## config.mk

```make
export PLATFORM = sky130hd
export DESIGN_NAME = writeback_unit
export DESIGN_NICKNAME = d
export VERILOG_FILES = /design/src/rtl/riscv_pkg.sv /design/src/rtl/load_align.sv /design/src/rtl/writeback_unit.sv
export SDC_FILE = /design/constraint.sdc
export NUM_CORES = 1
export LEC_CHECK = 0
export CORE_UTILIZATION = 46
export DETAILED_ROUTE_END_ITERATION = 6
export GPL_TIMING_DRIVEN = 0
export HOLD_SLACK_MARGIN = 0.02
export PLACE_DENSITY = 0.89
export SLEW_MARGIN = 5
export SYNTH_ARGS = -nofsm -noshare
export SYNTH_HDL_FRONTEND = slang
export SYNTH_SLANG_ARGS = --single-unit
```

## constraint.sdc

```tcl
create_clock -name clk -period 3.9 [get_ports clk]
set_input_delay 1.17 -clock clk [delete_from_list [all_inputs] [get_ports clk]]
set_output_delay 1.17 -clock clk [all_outputs]
set_load 0.005 [all_outputs]
```

## src/rtl/riscv_pkg.sv

```systemverilog
// Shared RISC-V pipeline encodings.
// Result-source selects, load funct3 codes and writeback FSM states.
package riscv_pkg;

  localparam logic [1:0] RES_ALU  = 2'b00;
  localparam logic [1:0] RES_LOAD = 2'b01;
  localparam logic [1:0] RES_PC4  = 2'b10;

  localparam logic [2:0] F3_LB  = 3'b000;
  localparam logic [2:0] F3_LH  = 3'b001;
  localparam logic [2:0] F3_LW  = 3'b010;
  localparam logic [2:0] F3_LBU = 3'b100;
  localparam logic [2:0] F3_LHU = 3'b101;

  typedef enum logic [0:0] {
    IDLE      = 1'b0,
    LOAD_WAIT = 1'b1
  } wb_state_t;

endpackage

```

## src/rtl/load_align.sv

```systemverilog
// Load data lane select and sign/zero extension.
// Also flags misaligned addresses and funct3 codes that are not loads.
module load_align
  import riscv_pkg::*;
#(
  parameter int XLEN = 32
) (
  input  logic [2:0]      funct3,
  input  logic [1:0]      addr,
  input  logic [XLEN-1:0] rdata,
  output logic [XLEN-1:0] data,
  output logic            bad
);

  logic [7:0]  b;
  logic [15:0] h;

  assign b = rdata[{addr, 3'b000} +: 8];
  assign h = rdata[{addr[1], 4'b0000} +: 16];

  always_comb begin
    data = '0;
    bad  = 1'b0;
    unique case (1'b1)
      (funct3 == F3_LB):  data = {{(XLEN-8){b[7]}}, b};
      (funct3 == F3_LBU): data = {{(XLEN-8){1'b0}}, b};
      (funct3 == F3_LH): begin
        data = {{(XLEN-16){h[15]}}, h};
        bad  = addr[0];
      end
      (funct3 == F3_LHU): begin
        data = {{(XLEN-16){1'b0}}, h};
        bad  = addr[0];
      end
      (funct3 == F3_LW): begin
        data = rdata;
        bad  = (addr != 2'b00);
      end
      default: bad = 1'b1;
    endcase
  end

endmodule

```

## src/rtl/writeback_unit.sv

```systemverilog
// Writeback stage: retires MEM results, runs data loads over req/ack,
// drives the register-file write port and mirrors it as a forwarding tap.
module writeback_unit
  import riscv_pkg::*;
#(
  parameter int XLEN           = 32,
  parameter int TIMEOUT_CYCLES = 255,
  parameter int TIMEOUT_W      = 8
) (
  input  logic            clk,
  input  logic            rst,
  input  logic            in_valid,
  input  logic            in_reg_write,
  input  logic [4:0]      in_rd,
  input  logic [1:0]      in_result_src,
  input  logic [2:0]      in_funct3,
  input  logic [XLEN-1:0] in_alu_result,
  input  logic [XLEN-1:0] in_pc_plus4,
  input  logic            flush,
  output logic            stall_out,
  output logic            dm_req,
  output logic [XLEN-1:0] dm_addr,
  input  logic            dm_ack,
  input  logic [XLEN-1:0] dm_rdata,
  output logic            rf_we,
  output logic [4:0]      rf_a3,
  output logic [XLEN-1:0] rf_wd,
  output logic            fwd_valid,
  output logic [4:0]      fwd_rd,
  output logic [XLEN-1:0] fwd_data,
  output logic            misalign_err,
  output logic            bus_err
);

  localparam bit HAS_TO = (TIMEOUT_CYCLES != 0);
  localparam logic [TIMEOUT_W:0] LIMIT =
    (TIMEOUT_W+1)'(TIMEOUT_CYCLES);

  wb_state_t state, state_d;

  logic [TIMEOUT_W-1:0] cnt, cnt_d;
  logic [TIMEOUT_W:0]   cnt_nxt;
  logic [4:0]           lat_rd, lat_rd_d;
  logic                 lat_we, lat_we_d;
  logic [2:0]           lat_f3, lat_f3_d;
  logic [1:0]           lat_a, lat_a_d;

  logic            rf_we_d, dm_req_d;
  logic            mis_d, bus_d;
  logic [4:0]      rf_a3_d;
  logic [XLEN-1:0] rf_wd_d, dm_addr_d;

  logic            accept, is_load;
  logic            load_go, load_bad;
  logic            timeout_hit;
  logic [2:0]      al_f3;
  logic [1:0]      al_a;
  logic [XLEN-1:0] al_data;
  logic            al_bad;

  assign stall_out = (state == LOAD_WAIT);

  assign accept  = (state == IDLE) & in_valid & ~flush;
  assign is_load = (in_result_src == RES_LOAD);

  // One aligner: checks the incoming load in IDLE, extracts data in LOAD_WAIT.
  assign al_f3 = stall_out ? lat_f3 : in_funct3;
  assign al_a  = stall_out ? lat_a  : in_alu_result[1:0];

  load_align #(.XLEN(XLEN)) u_align (
    .funct3 (al_f3),
    .addr   (al_a),
    .rdata  (dm_rdata),
    .data   (al_data),
    .bad    (al_bad)
  );

  assign load_go  = accept & is_load & ~al_bad;
  assign load_bad = accept & is_load & al_bad;

  assign cnt_nxt     = {1'b0, cnt} + 1'b1;
  assign timeout_hit = HAS_TO & ~dm_ack & (cnt_nxt == LIMIT);

  always_ff @(posedge clk or negedge rst) begin
    if (!rst) state <= IDLE;
    else      state <= state_d;
  end

  always_comb begin
    state_d = state;
    unique case (state)
      IDLE:      if (load_go) state_d = LOAD_WAIT;
      LOAD_WAIT: if (dm_ack || timeout_hit) state_d = IDLE;
      default:   state_d = IDLE;
    endcase
  end

  always_comb begin
    rf_we_d   = 1'b0;
    rf_a3_d   = rf_a3;
    rf_wd_d   = rf_wd;
    dm_req_d  = dm_req;
    dm_addr_d = dm_addr;
    mis_d     = 1'b0;
    bus_d     = 1'b0;
    cnt_d     = cnt;
    lat_rd_d  = lat_rd;
    lat_we_d  = lat_we;
    lat_f3_d  = lat_f3;
    lat_a_d   = lat_a;
    unique case (state)
      IDLE: begin
        if (accept && !is_load) begin
          rf_we_d = in_reg_write & (in_rd != 5'd0);
          rf_a3_d = in_rd;
          rf_wd_d = (in_result_src == RES_PC4) ?
                    in_pc_plus4 : in_alu_result;
        end else if (load_go) begin
          dm_req_d  = 1'b1;
          dm_addr_d = {in_alu_result[XLEN-1:2], 2'b00};
          cnt_d     = '0;
          lat_rd_d  = in_rd;
          lat_we_d  = in_reg_write;
          lat_f3_d  = in_funct3;
          lat_a_d   = in_alu_result[1:0];
        end else if (load_bad) begin
          mis_d = 1'b1;
        end
      end
      LOAD_WAIT: begin
        if (dm_ack) begin
          dm_req_d = 1'b0;
          rf_we_d  = lat_we & (lat_rd != 5'd0);
          rf_a3_d  = lat_rd;
          rf_wd_d  = al_data;
        end else if (timeout_hit) begin
          dm_req_d = 1'b0;
          bus_d    = 1'b1;
        end else begin
          cnt_d = cnt_nxt[TIMEOUT_W-1:0];
        end
      end
      default: ;
    endcase
  end

  always_ff @(posedge clk or negedge rst) begin
    if (!rst) begin
      rf_we        <= 1'b0;
      rf_a3        <= '0;
      rf_wd        <= '0;
      dm_req       <= 1'b0;
      dm_addr      <= '0;
      misalign_err <= 1'b0;
      bus_err      <= 1'b0;
      cnt          <= '0;
      lat_rd       <= '0;
      lat_we       <= 1'b0;
      lat_f3       <= '0;
      lat_a        <= '0;
    end else begin
      rf_we        <= rf_we_d;
      rf_a3        <= rf_a3_d;
      rf_wd        <= rf_wd_d;
      dm_req       <= dm_req_d;
      dm_addr      <= dm_addr_d;
      misalign_err <= mis_d;
      bus_err      <= bus_d;
      cnt          <= cnt_d;
      lat_rd       <= lat_rd_d;
      lat_we       <= lat_we_d;
      lat_f3       <= lat_f3_d;
      lat_a        <= lat_a_d;
    end
  end

  assign fwd_valid = rf_we;
  assign fwd_rd    = rf_a3;
  assign fwd_data  = rf_wd;

endmodule
```

Yosys cells after proc, flatten, opt, wreduce, memory -nomap -nowiden. Index checks and enable logic that the tools add are counted.

Add/subtract/negate cells: 1. Eq/ne operators: 14. Shifts and indexed selects: 2. Mux-type cells: 34. Bitwise logic cells: 13. Reductions and logical operators: 13.

Operator list (count): $pmux 32 s5 (1); $mux 32 (3); $pmux 32 s2 (1); $mux 8 (4); $shiftx 32x6->16 (1); $shiftx 32x6->8 (1); $pmux 8 s2 (1); $mux 1 (15); $mux 5 (2); $ne 2x2->1 const B (5); $pmux 5 s2 (1); $reduce_bool 5->1 (2); $add 8x1->9 const B (1); $eq 9x8->1 const B (1); $and 1x1->1 (8); $eq 3x3->1 const B (2); $pmux 1 s2 (3); $reduce_and 3->1 (2); $not 1->1 (5); $reduce_and 4->1 (1); $reduce_or 2->1 (2); $eq 3x1->1 const B (1); $eq 3x2->1 const B (1); $logic_not 3->1 (1); 12 further kinds (12).

Register bits after elaboration: 91. Bits of input ports: 112.

Depth between registers and ports, before layout.
Word-level depth: 9. Mapped depth: 9.

Cells and area by module. Synthesis repeated with hierarchy kept, for this count alone.

Cells, all modules: 622. Area total of the unflattened synthesis: 5380.2 µm².

By module, submodules not included: writeback_unit (instances 1, cells each 526, area an instance 4675.7 µm², sequential area each 2277.2 µm²); load_align (instances 1, cells each 96, area an instance 704.4 µm², sequential area each 0.0 µm²).

Least setup slack after synthesis. Ideal clock, no wire load.

Kind: input -> register. Start: input port in_funct3[0]. End: register dm_addr[29]. Data arrival time: 2.504 ns. Path slack: 1.270 ns. Stages: 6. Buffers on the path: 2. Cells stage by stage: nor3_1 o221ai_2 or4_4 buf_6 buf_6 mux2_4.

Longest elaborated chain between the ends: 7. Elaborated cells between the ends (all ways): 12.

RTL lines: from (decl) (line writeback_unit.sv:16) `input logic [2:0] in_funct3,`; $mux 3 * (line writeback_unit.sv:67) `assign al_f3 = stall_out ? lat_f3 : in_funct3;`; $eq 3x3->1, or another cell as far along (line load_align.sv:31) `(funct3 == F3_LHU): begin`; $reduce_or 2->1 (no source line); $pmux 1 s3 * (line load_align.sv:24) `unique case (1'b1)`; $not 1->1 * (line writeback_unit.sv:78) `assign load_go = accept & is_load & ~al_bad;`; $and 1x1->1 * (line writeback_unit.sv:78); $reduce_and 3->1 (no source line) *; to (signal assigned) (line writeback_unit.sv:166) `dm_addr <= dm_addr_d;`; to (decl) (line writeback_unit.sv:22) `output logic [XLEN-1:0] dm_addr,`.

Mark *: on every way between the ends. The rest lies on a longest branch, timed or not. A chain may end at the register's enable or synchronous reset.

Worst setup path in the final report.
Start: input port in_result_src[1]. End: register rf_wd[10] (netlist: fwd_data[10]).

Longest elaborated chain between the ends: 5. Elaborated cells between the ends (all ways): 9.

RTL lines: from (decl) (line writeback_unit.sv:15) `input logic [1:0] in_result_src,`; $eq 2x1->1 (line writeback_unit.sv:64) `assign is_load = (in_result_src == RES_LOAD);`; $logic_not 1->1 (line writeback_unit.sv:113) `if (accept && !is_load) begin`; $logic_and 1x1->1 (line writeback_unit.sv:113); $ne 2x1->1 (no source line); $reduce_and 2->1 (no source line); to (signal assigned) (line writeback_unit.sv:164) `rf_wd <= rf_wd_d;`; to (decl) (line writeback_unit.sv:27) `output logic [XLEN-1:0] rf_wd,`.

Parallel ways exist; a longest one is shown, timed or not. The select of a mux whose other input is x is not followed.

==> summary.txt <==
Setup path
  • End of the critical path: fwd_data[10]
  • Worst reg2reg path endpoint: cnt[1]
  • Category of the worst setup path launch point: primary input
  • Critical setup path kind: in -> reg
  • Critical Path Start: in_result_src[1]
  • Highest cell delay on the worst timing path: 700 ps
  • Element type at the critical path end: flop
  • R2R setup slack: 1480 ps
  • Depth of the most critical reg-to-reg path: 8
  • WP data arrival: 3390 ps
  • R2R Path Start: cnt[0]
  • Crit-path cells: clkdlybuf4s50_1 > nor2b_1 > clkbuf_1 > buf_1 > mux2i_1 > nor3_1 > a21oi_1 > o21ai_1
  • Crit path required time: 4120 ps
  • Top fanout value on the critical path: 10
  • Slowest library cell on the worst path: sky130_fd_sc_hd__buf_1

Clock network
  • Count of buffers added by post-CTS timing repair for setup: 0
  • Clk slew on worst S/H paths: 70 ps
  • CTS Buf Count: 9
  • Number of resized instances in the post-cts repair step: 0
  • Clock latency at the later pin of the worst-skew pair: 350 ps
  • Clock Sinks: 91
  • CTS Hold Bufs: 0
  • Clk buf depth: 2
  • Clk Tree Root Cell: sky130_fd_sc_hd__clkbuf_16
  • Number of levels in the clock H-tree: 3
  • TritonCTS clock tree: yes

Yosys
  • Number of synthesis warnings: 0
  • Cell count after synthesis: 553
  • Distinct cells, synth: 64
  • Fraction of registers with async set or reset after synthesis: 100%
  • Number of register bits inferred by synthesis: 91
  • Count of flip-flops with a built-in enable after synthesis: 0
  • Dominant synthesized flop cell: sky130_fd_sc_hd__dfrtp_1
  • Post-synthesis average cell area: 10.0 µm²
  • Post-synthesis cell area: 5550 µm²
  • Share of synthesized area occupied by flip-flops and latches: 41.0%

Placement
  • Detailed-placement wirelength estimate: 14700 µm
  • Routability Congestion: 0.902
  • DP Cell Count: 919
  • PortBufs: 221

STA
  • Count of final setup violators: 0
  • Period minus WS final: 3170 ps
  • Sum of negative setup slack: 0 ps
  • Share of the cycle needed by the critical path after routing: 81.2%
  • Setup repair after global routing missed its margin: false
  • Least-Margin Pin Slew: 891 ps
  • Headroom to the max-slew limit: 40.6%
  • Highest clock frequency the design can meet: 316 MHz
  • Endpoints failing hold: 0
  • Worst setup skew after layout: 3.04 ps
  • Final count of pins violating max slew: 0

Routing
  • Total Routed Length: 19200 µm
  • Routed WL per cell: 20.5 µm
  • Total vias in the final route: 5563
  • DRC violations left: 14
  • Antenna-violating nets left: 0
  • Initial detailed-routing violation count: 597
  • Detailed Routing Iterations Pass 1: 7
  • DR vias/cell: 5.95

Die
  • Core Region: 11600 µm²
  • Overall die area: 12500 µm²
  • Die Wd: 112 µm
  • Core Rows: 39
  • Die boundary height: 112 µm
  • I/O Pins: 224
  • Effective utilization at floorplan: 48.0%

Layout
  • Area of the multi-input gates: 2750 µm²
  • Antenna Diode Count: 0
  • Number of nets in the final layout: 901
  • Signed area change from the synthesized netlist to the final layout: 49.1%
  • Total of fill cells in the finished design: 826
  • Count of non-filler cells in the finished layout: 935
  • Share of final-layout standard cells stronger than drive strength 1: 17.4%
  • Flip-flop and latch area: 2280 µm²

GRT
  • Combined global-route utilization of all metal layers: 31.0%
  • Sum of overflow across all layers after global routing: 0
  • Pin count of the biggest net entering global routing: 48
  • Initial antenna violation count: 0
  • Number of global-route vias before repair: 5614
  • First-pass GRT wire length: 30100 µm

Worst hold path
  • Worst hold-check path type: reg -> reg

Pwr
  • Total power density per cell area: 656 nW/µm²
  • Largest vdd supply drop: 449 µV
  • Standby leakage power: 3.46 nW
  • Power, Total: 5.42 mW

Run status
  • Violated checks: design-rule violations
  • Status: finished with violations

Job
  • Maximum capacitance violations: 0
-- layer usage --
layer,track usage (%),vias to the layer above,routed length (µm)
li1,-,2443,-
met1,37.2,2716,7280
met2,53.0,343,9500
met3,6.80,61,1720
met4,14.3,0,697
met5,0,-,0
-- synthesized netlist by cell type (all sizes together) (3+ instances only) --
library cell,instances,area (µm²)
a22oi,4,30.0
nand4,3,18.8
mux2,32,417
nand2,69,259
inv,4,15.0
dfrtp,91,2280
o21ai,47,235
clkbuf,14,52.6
mux2i,45,467
a221oi,7,105
o211ai,4,35.0
a21oi,21,109
buf,63,462
a211oi,5,37.5
nand2b,11,68.8
nand3,9,55.1
nor2,13,51.3
a31o,4,35.0
o22a,18,158
a2111oi,5,43.8
xor2,3,26.3
a31oi,17,106
nor3,14,70.1
or2,3,18.8
and2,10,62.6
-- flip-flops by register name, indices dropped and copies added, names as in the netlist, 2 cells and up --
name,count
lat_rd,5
cnt,8
fwd_data,32
lat_a,2
dm_addr,30
lat_f3,3
fwd_rd,5
-- cells by family after synthesis --
family          count (synthesis)  synth area share (%)
flops                          91                  41.0
xor+xnor                        4                 0.632
simple gates                  148                  13.2
buf+inv                        81                  9.54
mux                            78                  16.3
other cells                     1                0.0676
fa+ha+maj                       2                 0.451
compound gates                148                  18.7
-- placed cells by master (no fill, tap or decap), drive strengths merged, types with 5 or more instances in the layout --
| cell | netlist | final |
|---|---|---|
| mux2i | 45 | 45 |
| and2 | 10 | 10 |
| a211oi | 5 | 5 |
| o21ai | 47 | 47 |
| o22a | 18 | 18 |
| a221oi | 7 | 7 |
| nand3 | 9 | 9 |
| nor2 | 13 | 13 |
| dfrtp | 91 | 91 |
| nor3 | 14 | 14 |
| mux2 | 32 | 32 |
| a2111oi | 5 | 5 |
| a21oi | 21 | 21 |
| buf | 63 | 65 |
| nand2b | 11 | 11 |
| clkbuf | 14 | 24 |
| clkdlybuf4s50 | 0 | 220 |
| a31oi | 17 | 17 |
| nand2 | 69 | 69 |
| inv | 4 | 5 |
-- metrics by stage --
stage / hold WS [ps] / util, % / worst slack (ps) / instance area [µm²]
after floorplan: 468 / - / 1270 / 5550
after global placement: 486 / 68.7 / -1610 / 7940
after detailed placement: 492 / 68.9 / 415 / 7970
after CTS: 506 / 71.5 / 767 / 8270
after global routing: 517 / 71.5 / 542 / 8270
final: 506 / 71.5 / 732 / 8270
-- worst min path at each step --
| stage | startpoint | slack, ps | to | cells after the start |
|---|---|---|---|---|
| 6_report | dm_addr[20] | 510 | dm_addr[20] | 1 |
| 2_1_floorplan | lat_rd[0] | 470 | lat_rd[0] | 2 |
| 5_1_grt | dm_addr[27] | 520 | dm_addr[27] | 1 |
| 4_1_cts | dm_addr[20] | 510 | dm_addr[20] | 1 |
| 3_3_place_gp | lat_rd[0] | 490 | lat_rd[0] | 2 |
| 3_5_place_dp | dm_addr[20] | 490 | dm_addr[20] | 1 |
-- power breakdown --
part,switching (mW),leakage (nW),internal (mW),total [mW]
Sequential,0.375,1.12,1.36,1.73
Clock,0.383,0.145,0.514,0.898
Combinational,1.04,2.20,1.75,2.79
-- critical path, delay by kind of cell --
family / cells / cell delay, ps
buffers and inverters: 3 / 1410
multiplexers: 1 / 340
AND/OR/NAND/NOR: 2 / 230
AO/OA/AOI/OAI: 2 / 230
-- layout make-up --
cell class                 instances  share of cell area (%)
timing repair buffer             222                    27.0
tap                              143                    2.16
buffer                            77                    6.22
inverter                           4                   0.182
multi-input combinational        382                    33.2
clock inverter                     6                   0.772
clock buffer                      10                    2.89
sequential                        91                    27.5
(Power assumes the default switching activity.)
